--- src/rtl/morse_symbol_assembler.sv ---
// Collects dot/dash elements from the keyed line into Morse symbol tokens and
// hands them to a consumer through a single valid/ready output register.
// state | meaning
// IDLE  | nothing in progress since the last token
// MARK  | line is keyed, mark length being counted
// GAP   | between elements of a symbol still being assembled
module morse_symbol_assembler (
  input  logic       clk,
  input  logic       rst,
  input  logic       in,
  input  logic       cb,
  input  logic       is,
  input  logic       out_ready,
  output logic       out_valid,
  output logic [4:0] sym_bits,
  output logic [2:0] sym_len,
  output logic       word_sp,
  output logic       sym_ovf,
  output logic       mark_err,
  output logic       lost,
  output logic [1:0] state
);

  localparam logic [1:0] ST_IDLE = 2'b00;
  localparam logic [1:0] ST_MARK = 2'b01;
  localparam logic [1:0] ST_GAP  = 2'b10;

  logic [1:0] state_q;
  logic [1:0] state_nxt;
  logic [3:0] mark_cnt;
  logic [4:0] pend_bits;
  logic [2:0] pend_len;
  logic       pend_ovf;
  logic       pend_err;

  logic       mark_end;
  logic       elem_ok;
  logic       elem_dash;
  logic [4:0] nxt_bits;
  logic [2:0] nxt_len;
  logic       nxt_ovf;
  logic       nxt_err;
  logic       token_form;
  logic       token_load;
  logic       token_drop;

  assign state = state_q;

  // An element ending this cycle is folded in before deciding on a token, so a
  // boundary pulse on the closing cycle still captures it.
  always_comb begin
    mark_end  = (state_q == ST_MARK) && !in;
    elem_ok   = mark_end && (mark_cnt < 4'd8);
    elem_dash = (mark_cnt >= 4'd3);
    nxt_bits  = pend_bits;
    nxt_len   = pend_len;
    nxt_ovf   = pend_ovf;
    nxt_err   = pend_err;
    if (mark_end && !elem_ok)
      nxt_err = 1'b1;
    if (elem_ok) begin
      if (pend_len == 3'd5) begin
        nxt_ovf = 1'b1;
      end else begin
        nxt_bits = pend_bits | ({4'b0000, elem_dash} << pend_len);
        nxt_len  = pend_len + 3'd1;
      end
    end
    token_form = is || (cb && (nxt_len != 3'd0));
    token_load = token_form && (!out_valid || out_ready);
    token_drop = token_form && out_valid && !out_ready;
  end

  always_comb begin
    state_nxt = ST_IDLE;
    case (state_q)
      ST_IDLE: state_nxt = in ? ST_MARK : ST_IDLE;
      ST_MARK: state_nxt = in ? ST_MARK : ST_GAP;
      // A new mark starting takes priority so its first cycle is counted.
      ST_GAP:  state_nxt = in ? ST_MARK : (token_form ? ST_IDLE : ST_GAP);
      default: state_nxt = ST_IDLE;
    endcase
  end

  always_ff @(posedge clk) begin
    if (rst) begin
      state_q   <= ST_IDLE;
      mark_cnt  <= 4'd0;
      pend_bits <= 5'd0;
      pend_len  <= 3'd0;
      pend_ovf  <= 1'b0;
      pend_err  <= 1'b0;
      out_valid <= 1'b0;
      sym_bits  <= 5'd0;
      sym_len   <= 3'd0;
      word_sp   <= 1'b0;
      sym_ovf   <= 1'b0;
      mark_err  <= 1'b0;
      lost      <= 1'b0;
    end else begin
      state_q <= state_nxt;

      if (in) begin
        if (state_q == ST_MARK) begin
          if (mark_cnt != 4'd15)
            mark_cnt <= mark_cnt + 4'd1;
        end else if (state_q == ST_IDLE || state_q == ST_GAP) begin
          mark_cnt <= 4'd1;
        end
      end

      if (token_form) begin
        pend_bits <= 5'd0;
        pend_len  <= 3'd0;
        pend_ovf  <= 1'b0;
        pend_err  <= 1'b0;
      end else begin
        pend_bits <= nxt_bits;
        pend_len  <= nxt_len;
        pend_ovf  <= nxt_ovf;
        pend_err  <= nxt_err;
      end

      if (token_load) begin
        out_valid <= 1'b1;
        sym_bits  <= nxt_bits;
        sym_len   <= nxt_len;
        word_sp   <= is;
        sym_ovf   <= nxt_ovf;
        mark_err  <= nxt_err;
      end else if (out_valid && out_ready) begin
        out_valid <= 1'b0;
      end

      if (token_drop)
        lost <= 1'b1;
    end
  end

endmodule

--- config.mk ---
export PLATFORM = sky130hd
export DESIGN_NAME = morse_symbol_assembler
export DESIGN_NICKNAME = d
export VERILOG_FILES = /design/src/rtl/morse_symbol_assembler.sv
export SDC_FILE = /design/constraint.sdc
export NUM_CORES = 1
export LEC_CHECK = 0
export BUFFER_PORTS_ARGS = -buffer_cell sky130_fd_sc_hd__buf_2
export CORE_AREA = 2 2 50 71
export DETAILED_ROUTE_END_ITERATION = 8
export DIE_AREA = 0 0 52 73
export RECOVER_POWER = 100
export REMOVE_ABC_BUFFERS = 1
export SETUP_SLACK_MARGIN = 0.4
export SYNTH_ARGS = -nofsm -noshare
export SYNTH_HDL_FRONTEND = slang
export SYNTH_SLANG_ARGS = --single-unit
--- constraint.sdc ---
create_clock -name clk -period 2.5 [get_ports clk]
set_input_delay 0.25 -clock clk [delete_from_list [all_inputs] [get_ports clk]]
set_output_delay 0.25 -clock clk [all_outputs]
set_load 0.005 [all_outputs]
==> qor.yml <==
dieHeight_um: 73
crit_end: "word_sp"
dr.pass1.iters: 4
final_area_mm2: 0.001618
synth_flop_cell: "dfxtp_1"
cp.required_ps: 2710
worst_pin_slew_ps: 566.2
synth_edf_count: 0
synthArstFlopShare: 0
cts_tree: "yes"
diodes: 0
fmax_mhz: 460.0
vias_per_cell: 5.727
path_buf_inv: 1
dr_wl_met3_um: 121
coreArea_mm2: 0.003222
gp_congestion: 0.8235
post-place-ws_ps: 366.6
cp_cell_sequence: "or4b_1 -> or3_1 -> a31oi_4 -> clkbuf_4 -> o211ai_1 -> a21oi_1"
hold_buffers: 0
powerDensity_mw_per_mm2: 674.7
setup_viol: 0
grt_first_pass_wirelength_um: 5292
antenna_found_initial: 0
r2r_setup_slack_ps: 330
synth_cell_types: 35
die_x_um: 52
finalWorstPathRequiredPeriod_ps: 2174
cp.arrival_ps: 2380
cp-startpoint: "state[0]"
cts_buffer_depth: 2
track_usage: 0.1836
final_cell_mix: "dfxtp_1, nor2_1, buf_2"
routed_wl_um: 3249
cp-end-kind: "register"
path_depth: 6
synth_area_leaders: "dfxtp_1, a211oi_1, nor2_1, nor3_1, a21oi_1"
area_growth_syn_to_layout_pct: 23.14
met2WireLength_um: 1770
regToRegEndpoint: "word_sp"
first_iter_violations: 18
layout-drive-gt1-share: 0.2159
rsz0062_at_grt: "true"
syn_area_mm2: 0.001314
finalHoldViolations: 0
cts.clk_slew.worst_paths_ps: 60
critPathMaxStageDelay_ps: 520
final_common_cell: "dfxtp_1"
grt_max_degree: 21
yosys.area.top_type: "dfxtp_1"
insertion_delay_ps: 280
wl_per_cell_um: 15.04
drc: 0
clock-sinks: 29
core.rowCount: 25
ioPinCount: 21
wl_met1_um: 1295
avgSynthCellArea_um2: 8.817
drtAntennaViolNets: 0
r2r_cells: 6
grt_pass1_vias: 1169
layout_setup_ws_ps: 326.3
cts_buffers: 5
period_share: 0.8695
tns_ps: 0
hold_slack_ps: 197.4
start_util: 0.4078
finalClockSkew_ps: 6.104
startpoint_type: "register"
postSynthCellCount: 149
crit_type: "reg2reg"
yosys.area.top_type_share: 0.4419
ir_drop_v: 0.0003512
p_leak_nw: 0.6135
cp_slowest_cell: "or4b_1"
total_power_w: 0.001091
place_area_mm2: 0.001441
dieArea_mm2: 0.003796
status: "completed"
highest_layer: "met4"
synth_warnings: 0
final_nets: 184
grt_overflow: 0
cap_violations: 0
root_buffer: "clkbuf_8"
vias: 1237
synth_seq_area_share: 0.4419
htreeDepth: 2
dp_hpwl_um: 2271
critical_path.max_fanout: 7
max_slew_margin: 0.6185
slew_violations: 0
portBuffers: 20
ys_seq_elements: 29
min_path_type: "in2reg"
r2r-start: "state[0]"
crit_family: "simple AND/OR/NAND/NOR gates"
cell type report:
cell class / count / area (um^2)
clock buffers: 7 / 86.33
fillers: 323 / 1604
multi-input cells: 107 / 709.4
well taps: 40 / 50.05
inverters: 7 / 26.28
clock inverters: 1 / 30.03
flip-flops and latches: 29 / 586.8
repair buffers: 25 / 128.9
how the worst min path moves through the flow:
stage	startpoint	to	depth (start not counted)
6_report	in	state[1]	2
4_1_cts	in	state[1]	2
5_1_grt	in	state[1]	2
3_5_place_dp	pend_ovf	pend_ovf	2
3_3_place_gp	pend_ovf	pend_ovf	2
2_1_floorplan	rst	mark_err	1
layer usage:
layer / GRT usage / vias up
li1: - / 599
met1: 0.2054 / 603
met2: 0.3249 / 28
met3: 0.04098 / 7
met4: 0.07895 / 0
met5: 0 / -
state kept, by name (all words and copies together) (netlist names):
signal / count
pend_bits: 5
sym_bits: 5
mark_cnt: 4
pend_len: 3
sym_len: 3
state: 2
lost: 1
mark_err: 1
out_valid: 1
pend_err: 1
pend_ovf: 1
sym_ovf: 1
word_sp: 1
metrics by stage:
stage / util / cells
finish: 0.5021 / 216
CTS: 0.4866 / 211
floorplan: - / 142
global placement: 0.4474 / 203
detailed placement: 0.4474 / 203
global route: 0.5021 / 216
worst register-to-register path, stage by stage, from the launching register on:
cell	delay, ps
dfxtp_1	430
or4b_1	520
or3_1	430
a31oi_4	290
clkbuf_4	190
o211ai_1	90
a21oi_1	150
where the power goes:
group	internal (W)	total, W	switching (W)
sequential	0.000477	0.000489	0.0000120
clock	0.000324	0.000496	0.000172
combinational	0.0000444	0.000106	0.0000614
what timing repair did:
| item | in CTS | in global routing |
|---|---|---|
| pin swaps | 1 | 5 |
| buffers inserted | 0 | 4 |
| cloned | 0 | 1 |
| endpoints found under the setup margin | 10 | 11 |
| resized for setup | 3 | 12 |
cell families (layout without fill, tap and decap cells):
group,count (synthesis),after routing,synth area share
and+or+nand+nor,59,60,0.2400
DFF,29,29,0.4419
buffers and inverters,14,40,0.04285
adders and majority gates,3,3,0.02857
AOI/OAI and AO/OA,43,43,0.2400
xor gates and xnor gates,1,1,0.006668
synth_stat cells (4+ instances only):
cell      instances
inv_1             7
o21ai_0           8
a211oi_1         10
nand2_1           5
a21oi_1           9
nor3_1           13
nor2b_1           5
nor2_1           20
a41oi_1           4
clkbuf_1          4
dfxtp_1          29
a31oi_1           4
(Power assumes the default switching activity.)
